`src/rtl/field_seq_pkg.sv`:
```
// Shared geometry, FSM encoding and field decode helpers for the field
// sequencing arbiter.
package field_seq_pkg;

  localparam int FIELD_W = 8;
  localparam int TAIL_W  = 15;
  localparam int NFIELD  = 26;
  localparam int RW      = TAIL_W + (NFIELD - 1) * FIELD_W;
  localparam int IDX_W   = 5;

  typedef enum logic [1:0] {
    IDLE = 2'd0,
    COPY = 2'd1,
    OUT  = 2'd2
  } state_t;

  // Field 0 is the wide tail at the bottom; byte fields follow it upward.
  function automatic int field_lsb(input int idx, input int tail_w, input int field_w);
    return (idx == 0) ? 0 : tail_w + (idx - 1) * field_w;
  endfunction

  function automatic int field_width(input int idx, input int tail_w, input int field_w);
    return (idx == 0) ? tail_w : field_w;
  endfunction

endpackage

```
`src/rtl/rr_arb2.sv`:
```
// Two-requester round-robin grant: prio names the requester that wins a tie.
module rr_arb2 (
  input  logic [1:0] req,
  input  logic       prio,
  output logic [1:0] gnt
);

  always_comb begin
    gnt = req;
    if (req == 2'b11) begin
      gnt = prio ? 2'b10 : 2'b01;
    end
  end

endmodule

```
`src/rtl/field_seq_arbiter.sv`:
```
// Two writers update fields of a working record through a round-robin
// arbiter; commit snapshots the record to out via a shadow copy.
module field_seq_arbiter #(
  parameter int FIELD_W = field_seq_pkg::FIELD_W,
  parameter int TAIL_W  = field_seq_pkg::TAIL_W,
  parameter int NFIELD  = field_seq_pkg::NFIELD
) (
  input  logic                                  clk,
  input  logic                                  rst_n,
  input  logic [1:0]                            req,
  input  logic [4:0]                            idx0,
  input  logic [4:0]                            idx1,
  input  logic [TAIL_W-1:0]                     data0,
  input  logic [TAIL_W-1:0]                     data1,
  input  logic                                  commit,
  output logic [1:0]                            gnt,
  output logic                                  busy,
  output logic [TAIL_W+(NFIELD-1)*FIELD_W-1:0]  out,
  output logic                                  out_valid,
  output logic                                  err
);

  import field_seq_pkg::*;

  localparam int             REC_W   = TAIL_W + (NFIELD - 1) * FIELD_W;
  localparam logic [4:0]     MAX_IDX = 5'(NFIELD - 1);

  state_t              state_reg, state_next;
  logic [REC_W-1:0]    work_reg, work_next;
  logic [REC_W-1:0]    shadow_reg;
  logic [REC_W-1:0]    out_reg;
  logic                out_valid_reg;
  logic                err_reg, err_next;
  logic                prio_reg;

  logic                arb_en;
  logic                copy_en;
  logic                out_en;
  logic [1:0]          arb_gnt;
  logic [4:0]          wr_idx;
  logic [TAIL_W-1:0]   wr_data;
  logic                wr_any;
  logic                wr_ok;

  rr_arb2 u_arb (
    .req  (req),
    .prio (prio_reg),
    .gnt  (arb_gnt)
  );

  always_comb begin
    state_next = state_reg;
    arb_en     = 1'b0;
    copy_en    = 1'b0;
    out_en     = 1'b0;
    case (state_reg)
      IDLE: begin
        if (commit) state_next = COPY;
        else        arb_en     = 1'b1;
      end
      COPY: begin
        copy_en    = 1'b1;
        state_next = OUT;
      end
      OUT: begin
        out_en     = 1'b1;
        state_next = IDLE;
      end
      default: state_next = IDLE;
    endcase
  end

  assign gnt  = (rst_n && arb_en) ? arb_gnt : 2'b00;
  assign busy = (state_reg == COPY) || (state_reg == OUT);

  always_comb begin
    wr_idx   = gnt[1] ? idx1 : idx0;
    wr_data  = gnt[1] ? data1 : data0;
    wr_any   = |gnt;
    wr_ok    = wr_any && (wr_idx <= MAX_IDX);
    err_next = wr_any && (wr_idx > MAX_IDX);
  end

  // Each field gets its own constant slice, so every bit of work_next has
  // exactly one driver and unselected fields pass through untouched.
  genvar gi;
  generate
    for (gi = 0; gi < NFIELD; gi++) begin : g_field
      localparam int LSB = field_lsb(gi, TAIL_W, FIELD_W);
      localparam int W   = field_width(gi, TAIL_W, FIELD_W);
      assign work_next[LSB +: W] = (wr_ok && (wr_idx == 5'(gi))) ? wr_data[W-1:0]
                                                                 : work_reg[LSB +: W];
    end
  endgenerate

  always_ff @(posedge clk or negedge rst_n) begin
    if (!rst_n) begin
      state_reg     <= IDLE;
      work_reg      <= '0;
      shadow_reg    <= '0;
      out_reg       <= '0;
      out_valid_reg <= 1'b0;
      err_reg       <= 1'b0;
      prio_reg      <= 1'b0;
    end else begin
      state_reg     <= state_next;
      work_reg      <= work_next;
      out_valid_reg <= out_en;
      err_reg       <= err_next;
      if (copy_en) shadow_reg <= work_reg;
      if (out_en)  out_reg    <= shadow_reg;
      if (wr_any)  prio_reg   <= gnt[0];
    end
  end

  assign out       = out_reg;
  assign out_valid = out_valid_reg;
  assign err       = err_reg;

endmodule

```
`config.mk`:
```
export PLATFORM = sky130hd
export DESIGN_NAME = field_seq_arbiter
export DESIGN_NICKNAME = d
export VERILOG_FILES = /design/src/rtl/field_seq_pkg.sv /design/src/rtl/rr_arb2.sv /design/src/rtl/field_seq_arbiter.sv
export SDC_FILE = /design/constraint.sdc
export NUM_CORES = 1
export LEC_CHECK = 0
export ABC_AREA = 1
export BUFFER_PORTS_ARGS = -buffer_cell sky130_fd_sc_hd__clkbuf_2
export CAP_MARGIN = 0
export CELL_PAD_IN_SITES_DETAIL_PLACEMENT = 0
export CELL_PAD_IN_SITES_GLOBAL_PLACEMENT = 2
export CORE_ASPECT_RATIO = 0.75
export CORE_MARGIN = 1.5
export CORE_UTILIZATION = 35
export CTS_BUF_LIST = sky130_fd_sc_hd__clkbuf_8
export CTS_CLUSTER_SIZE = 16
export DETAILED_ROUTE_END_ITERATION = 8
export GPL_ROUTABILITY_DRIVEN = 0
export PLACE_DENSITY = 0.87
export SLEW_MARGIN = 20
export SYNTH_ARGS = -nofsm -noshare
export SYNTH_HDL_FRONTEND = slang
export SYNTH_HIERARCHICAL = 1
export SYNTH_SLANG_ARGS = --single-unit
```
`constraint.sdc`:
```
create_clock -name clk -period 5.3 [get_ports clk]
set_input_delay 0.53 -clock clk [delete_from_list [all_inputs] [get_ports clk]]
set_output_delay 0.53 -clock clk [all_outputs]
set_load 0.1 [all_outputs]
```
==> metrics.md, run 1 <==
| Metric | Value |
|---|---|
| Worst hold path class | `input port to flop` |
| Final setup vio count | `0` |
| CP max FO | `113` |
| Htree depth | `3` |
| Cells on Worst Hold Path | `5` |
| Critical Path Source | `rst_n` |
| Worst Reg2Reg Path Length in Cells | `9` |
| Fin. max-slew vios | `0` |
| Total Neg Setup Slack | `0 ns` |
| Row cnt | `84` |
| WL/cell | `16.5 um` |
| GRT Total Usage | `17.8%` |
| Synth Net Count | `2698` |
| CTS buffer count | `105` |
| Unrepaired setup endpoints after global routing | `false` |
| Seq/Total Area, Yosys | `65.2%` |
| Setup crit end kind | `output port` |
| Post-DP HPWL | `between 40000 and 50000 um` |
| Final hold slack | `approximately 0.18 ns` |
| Min Tclk post-route | `4.06 ns` |
| Worst Max-Slew Pin Slew | `1.02 ns` |
| Syn Area/Cell | `between 9 and 10 um^2` |
| Vias in the first global route | `about 18000` |
| Resized Gates After CTS | `0` |
| Clk Latency, worst-skew pair | `0.70 ns` |
| Syn-to-layout area delta | `17.7%` |
| Required time of the critical path | `4.77 ns` |
| Post-synthesis cell type count | `25` |
| Vias per cell | `4.66` |
| Register area | `16300 um^2` |
| Critical path's largest stage delay | `0.66 ns` |
| Pin count of the biggest net entering global routing | `139` |
| Final Non-Filler Cells | `3933` |
| Post-synthesis register bit count | `650` |
| Via Count | `18309` |
| Final Hold Vio Count | `0` |
| Post-CTS Hold Buffers | `1` |
| Tcrit/Tclk final | `76.6%` |
| Crit Path Class | `input port to output port` |
| Syn Inst Count | `2648` |
| Initial antenna violation count | `3` |
| Synth Warn # | `6` |
| CTS Buffer Depth | `3` |
| Io pins | `265` |
| Global-route wire length before repair | `slightly above 100000 um` |
| Post-route ant nets | `0` |
| Layout Nets | `about 3000` |
| Mapped cell area | `24900 um^2` |
| Crit path DAT | `3.53 ns` |
| Status | `finished clean` |
| DR iter-0 viols | `1387` |
| Placed Cells | `approximately 3700` |
| Port bufs | `264` |
| Filler instances | `6974` |
| Die height | `about 230 um` |
| Fmax achieved | `about 250 MHz` |
| Worst setup SP type | `input port` |
| Worst R2R Start | `state_reg[0]` |
| Worst path top cell family by delay | `buffers and inverters` |
| CP max stage cell | `inv_1` |
| Clock-pin slew of the registers on the worst-case setup and hold paths | `0.06 ns` |
| Number of remaining DRC errors | `0` |
| 1st-pass router iterations | `5` |
| Core area | `approximately 70000 um^2` |
| Die ar. | `72900 um^2` |
| Worst relative slew slack | `32.0%` |
| Post-CTS setup buffers | `0` |
| Max Cap Viol | `0` |
| Crit path buf inv count | `4` |
| HP Start | `data1[9]` |
| CP Depth | `5` |
| Horiz. Die Dim | `311 um` |
| Overall routed net length | `64800 um` |
| CTS tree | `built` |
| Worst-path cell chain | `dlygate4sd3_1 -> buf_8 -> nand4_4 -> inv_1 -> clkbuf_2` |
| Clock Skews | `slightly below 0.04 ns` |
| Fraction of layout cells with a size suffix above 1 | `17.1%` |
| Root Buffer | `clkbuf_8` |
| GR Overflow Total | `0` |
| Starting Density | `35.5%` |
| Area of the multi-input gates | `7200 um^2` |
| Clock sink count | `650` |
==> synth_stat cells <==
library cell  instances  share of area (%)
a21oi_1             224                4.5
a21oi_4               1              0.065
buf_1                 4              0.060
buf_2                21               0.42
buf_4                 3              0.090
clkbuf_1            111                1.7
dfrtp_1             650                 65
ha_1                  5               0.25
inv_1               248                3.7
inv_2                 3              0.045
mux2_2               16               0.72
nand2_1             672                 10
nand2_2              14               0.35
nand3_1             146                2.9
nand3b_1              1              0.030
nand4_1               9               0.23
nand4_4               1              0.085
nor2_1              239                3.6
nor2_2               18               0.45
nor2_4                3               0.14
nor2_8                1              0.080
o21ai_0             240                4.8
o21ai_1               9               0.18
o21ai_2               1              0.035
or2_2                 8               0.20
==> cell type report <==
| type | instances | area share [%] |
|---|---|---|
| Clock buffer | 138 | 6.47 |
| Multi-Input combinational cell | 1608 | 24.5 |
| Sequential cell | 650 | 55.4 |
| Antenna cell | 1 | 0.00853 |
| Tap cell | 946 | 4.03 |
| Timing Repair Buffer | 292 | 5.57 |
| Clock inverter | 47 | 0.742 |
| Inverter | 251 | 3.22 |
==> tightest hold or removal path: stages <==
cell and delay [ns]:
clkbuf_2 0.08, nand2_1 0.05, nand2_1 0.05, nand3_1 0.08, nand2_1 0.05
==> cells in the final DEF, fill, tap and decap left out, drive strengths merged <==
| cell type | synthesis | routed |
|---|---|---|
| inv | 251 | 287 |
| o21ai | 250 | 250 |
| nand2 | 686 | 686 |
| ha | 5 | 5 |
| mux2 | 16 | 16 |
| nor2 | 261 | 261 |
| buf | 28 | 28 |
| clkinv | 0 | 9 |
| dlygate4sd3 | 0 | 1 |
| or2 | 8 | 8 |
| a21oi | 225 | 225 |
| clkbuf | 111 | 401 |
| diode | 0 | 1 |
| bufinv | 0 | 1 |
| nand3 | 146 | 146 |
| clkinvlp | 0 | 1 |
| nand4 | 10 | 10 |
| dfrtp | 650 | 650 |
| nand3b | 1 | 1 |
==> path summary, 6_finish.rpt <==
kind                       slack (ns)       endpoint
max in group asynchronous        1.70  work_reg[195]
min in group asynchronous        0.52  work_reg[152]
min                              0.18    work_reg[9]
max                              1.24         gnt[1]
max reg2reg                      1.59    work_reg[8]
min reg2reg                      0.47   work_reg[57]
==> stage by stage <==
stage | instance area, um^2 | setup WS, ns | util (%)
finish | 29300 | 1.24 | 41.7
global route | 29300 | 0.878 | 41.7
CTS | 29300 | 1.07 | 41.7
detailed placement | 27200 | 0.994 | 38.7
global placement | 27200 | 0.967 | 38.7
floorplan | 24900 | 1.83 | -
==> kinds of logic after synthesis <==
group	share of synthesized area, %
flip-flops	65.2
multiplexers	0.722
buffers and inverters	6.02
AO/OA/AOI/OAI	9.59
AND/OR/NAND/NOR	18.2
adder cells (fa/ha/maj)	0.251
==> metal layers <==
layer  global-route usage [%]  vias up  wire (um)
met4                     5.56        4       1340
met2                     26.2      418      28400
met1                     26.1     8909      31800
met3                     3.90      105       3140
met5                        0        -         17
li1                         -     8873          -
Power of run 1 is not shown: default switching activity piles up to over one toggle a cycle in this logic, so the estimate is an artifact.
==> inputs of run 2 (changes only) <==
- clock period: 5.3 -> 3.9 ns (I/O delays scaled with it)
==> run 2 against run 1 <==
Count of clock-buffer cells in the layout decreased by 3. Setup slack worse by 0.82 ns. Worst hold slack worse by 0.12 ns. Global-route usage up 0.27 points. Die area is the same. First-iteration DRC count decreased by 3.9%. Critical endpoint is now work_reg[104].
==> metrics.md, run 2 (synthesis results as in run 1) <==
| Metric | Value |
|---|---|
| Number of remaining DRC errors | `0 (unchanged)` |
| Crit path buf inv count | `3 (was 4)` |
| Vias in the first global route | `18573 (was 18083)` |
| Resized Gates After CTS | `0 (unchanged)` |
| Crit Path Class | `flop to flop (was input port to output port)` |
| Post-DP HPWL | `42200 um (was 42300 um)` |
| Most common cell after layout, fill and taps aside | `nand2_1 (unchanged)` |
| Tcrit/Tclk final | `roughly nine tenths` |
| Fmax achieved | `around 290 MHz` |
| Filler instances | `6800 (was 6974)` |
| Cell mode on critical path | `nand2_1` |
| Critical path's largest stage delay | `0.69 ns (was 0.66 ns)` |
| CTS Buffer Depth | `3 (unchanged)` |
| Worst hold path class | `input port to flop (unchanged)` |
| Initial antenna violation count | `2 (was 3)` |
| CTS buffer count | `103 (was 105)` |
| Worst Max-Slew Pin Slew | `1.00 ns (was 1.02 ns)` |
| Post-Layout Inst Area | `29500 um^2 (was 29300 um^2)` |
| Core area | `70300 um^2 (unchanged)` |
| Clock-pin slew of the registers on the worst-case setup and hold paths | `0.07 ns (was 0.06 ns)` |
| Overall routed net length | `65000 um (was 64800 um)` |
| WL/cell | `16.5 um (about the same)` |
| Setup crit end kind | `flop (was output port)` |
| Vias per cell | `4.67 (was 4.66)` |
| CTS tree | `built (unchanged)` |
| GRT Total Usage | `18.1% (was 17.8%)` |
| Row cnt | `84 (unchanged)` |
| GR Overflow Total | `0 (unchanged)` |
| Max Cap Viol | `0 (unchanged)` |
| Post-CTS Hold Buffers | `6 (was 1)` |
| Total Neg Setup Slack | `0 ns (unchanged)` |
| Required time of the critical path | `4.45 ns (was 4.77 ns)` |
| Starting Density | `35.5% (unchanged)` |
| Status | `finished clean (unchanged)` |
| Fin. max-slew vios | `0 (unchanged)` |
| Root Buffer | `clkbuf_8 (unchanged)` |
| Final hold slack | `0.0670 ns (was 0.183 ns)` |
| Worst relative slew slack | `33.3% (was 32.0%)` |
| 1st-pass router iterations | `5 (unchanged)` |
| Worst path top cell family by delay | `buffers and inverters (unchanged)` |
| Final Hold Vio Count | `0 (unchanged)` |
| Layout Utilization | `42.0% (was 41.7%)` |
| Unrepaired setup endpoints after global routing | `false (unchanged)` |
| Final setup vio count | `0 (unchanged)` |
| Min Tclk post-route | `around 3.5 ns` |
| Pin count of the biggest net entering global routing | `181 (was 139)` |
| Die ar. | `72900 um^2 (unchanged)` |
| Io pins | `265 (unchanged)` |
| Fraction of layout cells with a size suffix above 1 | `17.4% (was 17.1%)` |
| CP max FO | `90 (was 113)` |
| Via Count | `18424 (was 18309)` |
| Clock sink count | `650 (unchanged)` |
| Commonest non-fill, non-tap cells in the layout | `nand2_1 (672), dfrtp_1 (650), inv_1 (277) (was nand2_1 (672), dfrtp_1 (650), inv_1 (279))` |
| Global-route wire length before repair | `104000 um (was 102000 um)` |
| Post-CTS setup buffers | `0 (unchanged)` |
| Placed Area | `27300 um^2 (was 27200 um^2)` |
| Post-route ant nets | `0 (unchanged)` |
| CP max stage cell | `buf_4 (was inv_1)` |
| Clock Skews | `0.0326 ns (was 0.0396 ns)` |
| Horiz. Die Dim | `311 um (unchanged)` |
| Clk Latency, worst-skew pair | `0.69 ns (was 0.70 ns)` |
| Syn-to-layout area delta | `18.4% (was 17.7%)` |
| Htree depth | `3 (unchanged)` |
| Crit path DAT | `4.03 ns (was 3.53 ns)` |
| Die height | `234 um (unchanged)` |
| DR iter-0 viols | `1333 (was 1387)` |
| Port bufs | `264 (unchanged)` |
| Worst-path cell chain | `inv_1 -> ha_1 -> nand4_4 -> inv_1 -> nor2_2 -> a21oi_4 -> buf_4 -> nand2_1 -> nand2_1 -> nand2_1 (was dlygate4sd3_1 -> buf_8 -> nand4_4 -> inv_1 -> clkbuf_2)` |
| Layout Nets | `2967 (was 2958)` |
| Worst setup SP type | `flop (was input port)` |
[run 2: cell types whose count changed in the layout (fill, tap and decap cells not counted), moves of 3 or more]
cell,delta
buf_4,+5
clkbuf_8,-3
dlygate4sd3_1,+5
inv_8,+3
[run 2: metal layers]
metal  part of all wire (%)  GRT usage, %
met4                    2.3          5.73
met3                    5.5          4.02
met5                  0.026             0
met2                     44          27.3
met1                     48          25.8
[run 2: worst register-to-register path: stages, from the launching register on]
cell	delay [ns]
dfrtp_1	0.43
inv_1	0.18
ha_1	0.28
nand4_4	0.20
inv_1	0.52
nor2_2	0.23
a21oi_4	0.17
buf_4	0.69
nand2_1	0.43
nand2_1	0.15
nand2_1	0.06
[run 2: worst paths after layout]
path	to	cells after the start	slack, ns	startpoint
max in group asynchronous	shadow_reg[80]	5	1.24	rst_n
max reg2reg	work_reg[104]	10	0.42	state_reg[0]
min	work_reg[8]	5	0.07	data0[8]
min reg2reg	work_reg[64]	2	0.47	work_reg[64]
min in group asynchronous	err	3	0.47	rst_n
max	work_reg[104]	10	0.42	state_reg[0]
[run 2: layout make-up]
type | instances | area (um^2) | area share [%]
flip-flops and latches | 650 | 16300 | 55.1
multi-input cells | 1608 | 7200 | 24.4
clock buffers | 135 | 1860 | 6.29
repair buffers | 303 | 1740 | 5.90
well taps | 946 | 1180 | 4.01
inverters | 251 | 942 | 3.19
clock inverters | 54 | 324 | 1.10
diodes | 1 | 2.50 | 0.00848
[run 2: stage by stage]
step	instances	setup WS (ns)
4_1_cts	3947	0.403
6_report	3948	0.423
5_1_grt	3948	0.0508
2_1_floorplan	2648	0.425
3_3_place_gp	3752	0.467
3_5_place_dp	3752	0.309
Power of run 2 is left out for the same reason.
==> inputs of run 3 (changes only) <==
- ABC_AREA: 1 -> not set
- PLACE_DENSITY: 0.87 -> 0.78
==> run 3 against run 2 <==
Setup slack improved by 0.037 ns. Worst hold slack improved by 0.013 ns. Non-clock buffer count rose by 8. Global-route usage fell by 1.5 points. Count of clock-buffer cells in the layout fell by 10. Wire length fell by 7.9%. Cell area rose by 0.82%. Sequential share of layout area fell by 0.45 points. Die area barely moved. Critical path depth fell by 3. Fmax rose by 1.1%. Via count fell by 25%.
==> metrics.md, run 3 <==
| Metric | Value |
|---|---|
| Status | `finished clean (unchanged)` |
| Critical path's largest stage delay | `0.80 ns (was 0.69 ns)` |
| Leak | `15.4 nW` |
| Placed Area | `27600 um^2 (was 27300 um^2)` |
| Switching share of power | `46.2%` |
| Fmax achieved | `291 MHz (was 288 MHz)` |
| Worst-path cell chain | `inv_1 -> a21boi_1 -> nand4b_2 -> buf_4 -> inv_2 -> buf_4 -> buf_12 (was inv_1 -> ha_1 -> nand4_4 -> inv_1 -> nor2_2 -> a21oi_4 -> buf_4 -> nand2_1 -> nand2_1 -> nand2_1)` |
| Final setup vio count | `0 (unchanged)` |
| Seq/Total Area, Yosys | `65.3% (was 65.2%)` |
| Final WS setup | `0.459 ns (was 0.423 ns)` |
| Final Hold Vio Count | `0 (unchanged)` |
| Io pins | `265 (unchanged)` |
| Min-Delay Endpoint | `work_reg[8] (unchanged)` |
| Synth area leaders | `dfrtp_1 (65%), mux2_2 (29%), clkbuf_1 (0.96%) (was dfrtp_1 (65%), nand2_1 (10%), o21ai_0 (4.8%))` |
| CP max FO | `17 (was 90)` |
| Fraction of layout cells with a size suffix above 1 | `58.8% (was 17.4%)` |
| Htree depth | `3 (unchanged)` |
| Commonest non-fill, non-tap cells in the layout | `dfrtp_1 (650), mux2_2 (642), clkbuf_2 (262) (was nand2_1 (672), dfrtp_1 (650), inv_1 (277))` |
| Commonest cells post-synth | `dfrtp_1 (650), mux2_2 (642), clkbuf_1 (64) (was nand2_1 (672), dfrtp_1 (650), inv_1 (248))` |
| Tcrit/Tclk final | `88.2% (was 89.2%)` |
| Core area | `70300 um^2 (unchanged)` |
| Worst Max-Slew Pin Slew | `1.08 ns (was 1.00 ns)` |
| Via Count | `13738 (was 18424)` |
| Register share of total power | `36.1%` |
| Setup crit end kind | `output port (was flop)` |
| Syn-to-layout area delta | `19.4% (was 18.4%)` |
| Syn Area/Cell | `16.5 um^2 (was 9.42 um^2)` |
| Worst relative slew slack | `27.9% (was 33.3%)` |
| Max Cap Viol | `0 (unchanged)` |
| Unrepaired setup endpoints after global routing | `false (unchanged)` |
| Post-route ant nets | `0 (unchanged)` |
| Top-count cell post-synth | `dfrtp_1 (was nand2_1)` |
| Worst Reg2Reg Path Length in Cells | `8 (was 10)` |
| HP Start | `data1[8] (was data0[8])` |
| Post-DP HPWL | `38300 um (was 42200 um)` |
| Clock power share | `22.1%` |
| Post-synthesis cell type count | `44 (was 25)` |
| Overall routed net length | `59900 um (was 65000 um)` |
| Synth Warn # | `6 (unchanged)` |
| Worst r2r dst | `work_reg[87] (was work_reg[104])` |
| Row cnt | `84 (unchanged)` |
| DR iter-0 viols | `723 (was 1333)` |
| Filler instances | `6324 (was 6800)` |
| Flop-to-flop setup slack | `0.63 ns (was 0.42 ns)` |
| Worst R2R Start | `prio_reg (was state_reg[0])` |
| Sw Pwr | `12.2 mW` |
| Worst hold path class | `input port to flop (unchanged)` |
| Vias in the first global route | `14511 (was 18573)` |
| CP max stage cell | `a21boi_1 (was buf_4)` |
| Asr flop ratio synth | `100% (unchanged)` |
| Syn Inst Count | `1510 (was 2648)` |
| Die height | `234 um (about the same)` |
| Vias per cell | `4.79 (was 4.67)` |
| Synth top area share | `65.3% (was 65.2%)` |
| Clock sink count | `650 (unchanged)` |
| Register area | `16300 um^2 (unchanged)` |
| Clock Skews | `0.0309 ns (was 0.0326 ns)` |
| Total Neg Setup Slack | `0 ns (unchanged)` |
| CTS buffer count | `103 (unchanged)` |
| Horiz. Die Dim | `311 um (about the same)` |
| Fin. max-slew vios | `0 (unchanged)` |
| Pre-CTS WS | `0.522 ns (was 0.309 ns)` |
| Maximum vdd ir drop | `0.864 mV` |
| Crit path DAT | `3.05 ns (was 4.03 ns)` |
| Die ar. | `72800 um^2 (was 72900 um^2)` |
| Leading area contributor after synthesis | `dfrtp_1 (unchanged)` |
| Crit Path Class | `flop to output port (was flop to flop)` |
| Post-synthesis register bit count | `650 (unchanged)` |
| Number of remaining DRC errors | `0 (unchanged)` |
| Root Buffer | `clkbuf_8 (unchanged)` |
| Required time of the critical path | `3.51 ns (was 4.45 ns)` |
| Post-Layout Inst Area | `29800 um^2 (was 29500 um^2)` |
| Area of the multi-input gates | `8370 um^2 (was 7200 um^2)` |
| Starting Density | `35.5% (about the same)` |
| Min Tclk post-route | `3.44 ns (was 3.48 ns)` |
| Clk Latency, worst-skew pair | `0.70 ns (was 0.69 ns)` |
| WL/cell | `20.9 um (was 16.5 um)` |
| CTS Buffer Depth | `3 (unchanged)` |
| Pint | `14.2 mW` |
| Layout Nets | `1901 (was 2967)` |
| Resized Gates After CTS | `0 (unchanged)` |
| Comb pwr share | `41.8%` |
| Placed Cells | `2679 (was 3752)` |
| Synth Net Count | `1560 (was 2698)` |
| Global-route wire length before repair | `91300 um (was 104000 um)` |
| Layout Utilization | `42.3% (was 42.0%)` |
| Pin count of the biggest net entering global routing | `189 (was 181)` |
| CTS tree | `built (unchanged)` |
| Initial antenna violation count | `8 (was 2)` |
| Final Non-Filler Cells | `2870 (was 3948)` |
| 1st-pass router iterations | `4 (was 5)` |
| GR Overflow Total | `0 (unchanged)` |
| Cells on Worst Hold Path | `4 (was 5)` |
| Power Density | `884 nW/um^2` |
| Port bufs | `264 (unchanged)` |
| Cell mode on critical path | `buf_4 (was nand2_1)` |
| Mapped cell area | `24900 um^2 (about the same)` |
| GRT Total Usage | `16.5% (was 18.1%)` |
| Worst setup SP type | `flop (unchanged)` |
| Ys flop type | `dfrtp_1 (unchanged)` |
| Post-synth EDFFs | `0 (unchanged)` |
| Most common cell after layout, fill and taps aside | `dfrtp_1 (was nand2_1)` |
| Clock-pin slew of the registers on the worst-case setup and hold paths | `0.06 ns (was 0.07 ns)` |
-- run 3: cell count changes after synthesis, sizes merged, moves of 9 or more --
| cell | before | now |
|---|---|---|
| nand2 | 686 | 53 |
| mux2 | 16 | 645 |
| nor2 | 261 | 3 |
| o21ai | 250 | 3 |
| inv | 251 | 5 |
| a21oi | 225 | 4 |
| nand3 | 146 | 7 |
| clkbuf | 111 | 65 |
| buf | 28 | 10 |
| a211oi | 0 | 9 |
-- run 3: final cells by class --
type | count | area share (%)
repair buffers | 311 | 6.24
inverters | 5 | 0.0631
diodes | 2 | 0.0168
clock buffers | 125 | 5.78
flip-flops and latches | 650 | 54.7
clock inverters | 51 | 1.13
multi-input cells | 780 | 28.1
well taps | 946 | 3.98
-- run 3: metal layers --
metal  vias to the layer above  global-route usage [%]  routed length, um
met1                      7269                    24.1              29200
met2                       319                    24.5              26600
met5                         -                       0                 28
li1                       6049                       -                  -
met4                         6                    4.70               1020
met3                        95                    3.86               3010
-- run 3: cells by family after synthesis --
logic type               synth area share, %
AO/OA/AOI/OAI                           1.77
adder cells (fa/ha/maj)                0.251
buffers and inverters                   1.38
flip-flops                              65.3
multiplexers                            29.4
AND/OR/NAND/NOR                         1.90
-- run 3: stage by stage --
step                      power, mW  hold slack (ns)
after floorplan                18.3           0.0944
after global placement         20.6            0.205
after detailed placement       20.7            0.206
after CTS                      26.7          0.00344
after global routing           27.5           0.0621
final                          26.3           0.0803
-- run 3: power groups by stage --
stage / combinational (mW) / sequential, mW / clock, mW
3_3_place_gp: 11.0 / 9.59 / 0
6_report: 11.0 / 9.50 / 5.81
4_1_cts: 11.1 / 9.53 / 6.02
5_1_grt: 11.4 / 9.73 / 6.32
3_5_place_dp: 11.1 / 9.64 / 0
2_1_floorplan: 2.96 / 15.3 / 0
-- run 3: timing repair --
| action | 4_1_cts | 5_1_grt |
|---|---|---|
| hold buffers | 13 | 0 |
| setup buffers | 0 | 0 |
| hold endpoints to repair | 208 | 0 |
-- run 3: how the worst max path moves through the flow --
stage	startpoint	endpoint	slack [ns]
2_1_floorplan	req[1]	work_reg[199]	1.35
3_3_place_gp	req[0]	work_reg[79]	0.63
3_5_place_dp	req[1]	work_reg[92]	0.52
4_1_cts	prio_reg	gnt[1]	0.43
5_1_grt	prio_reg	gnt[1]	0.28
6_report	prio_reg	gnt[1]	0.46
-- run 3: worst max-delay path, delay by kind of cell (launching register included) --
kind	cells	cell delay, ns
compound gates	1	0.80
simple gates	1	0.18
flops	1	0.36
buf+inv	5	1.02
Note: power is estimated with default switching activity, not from simulation.
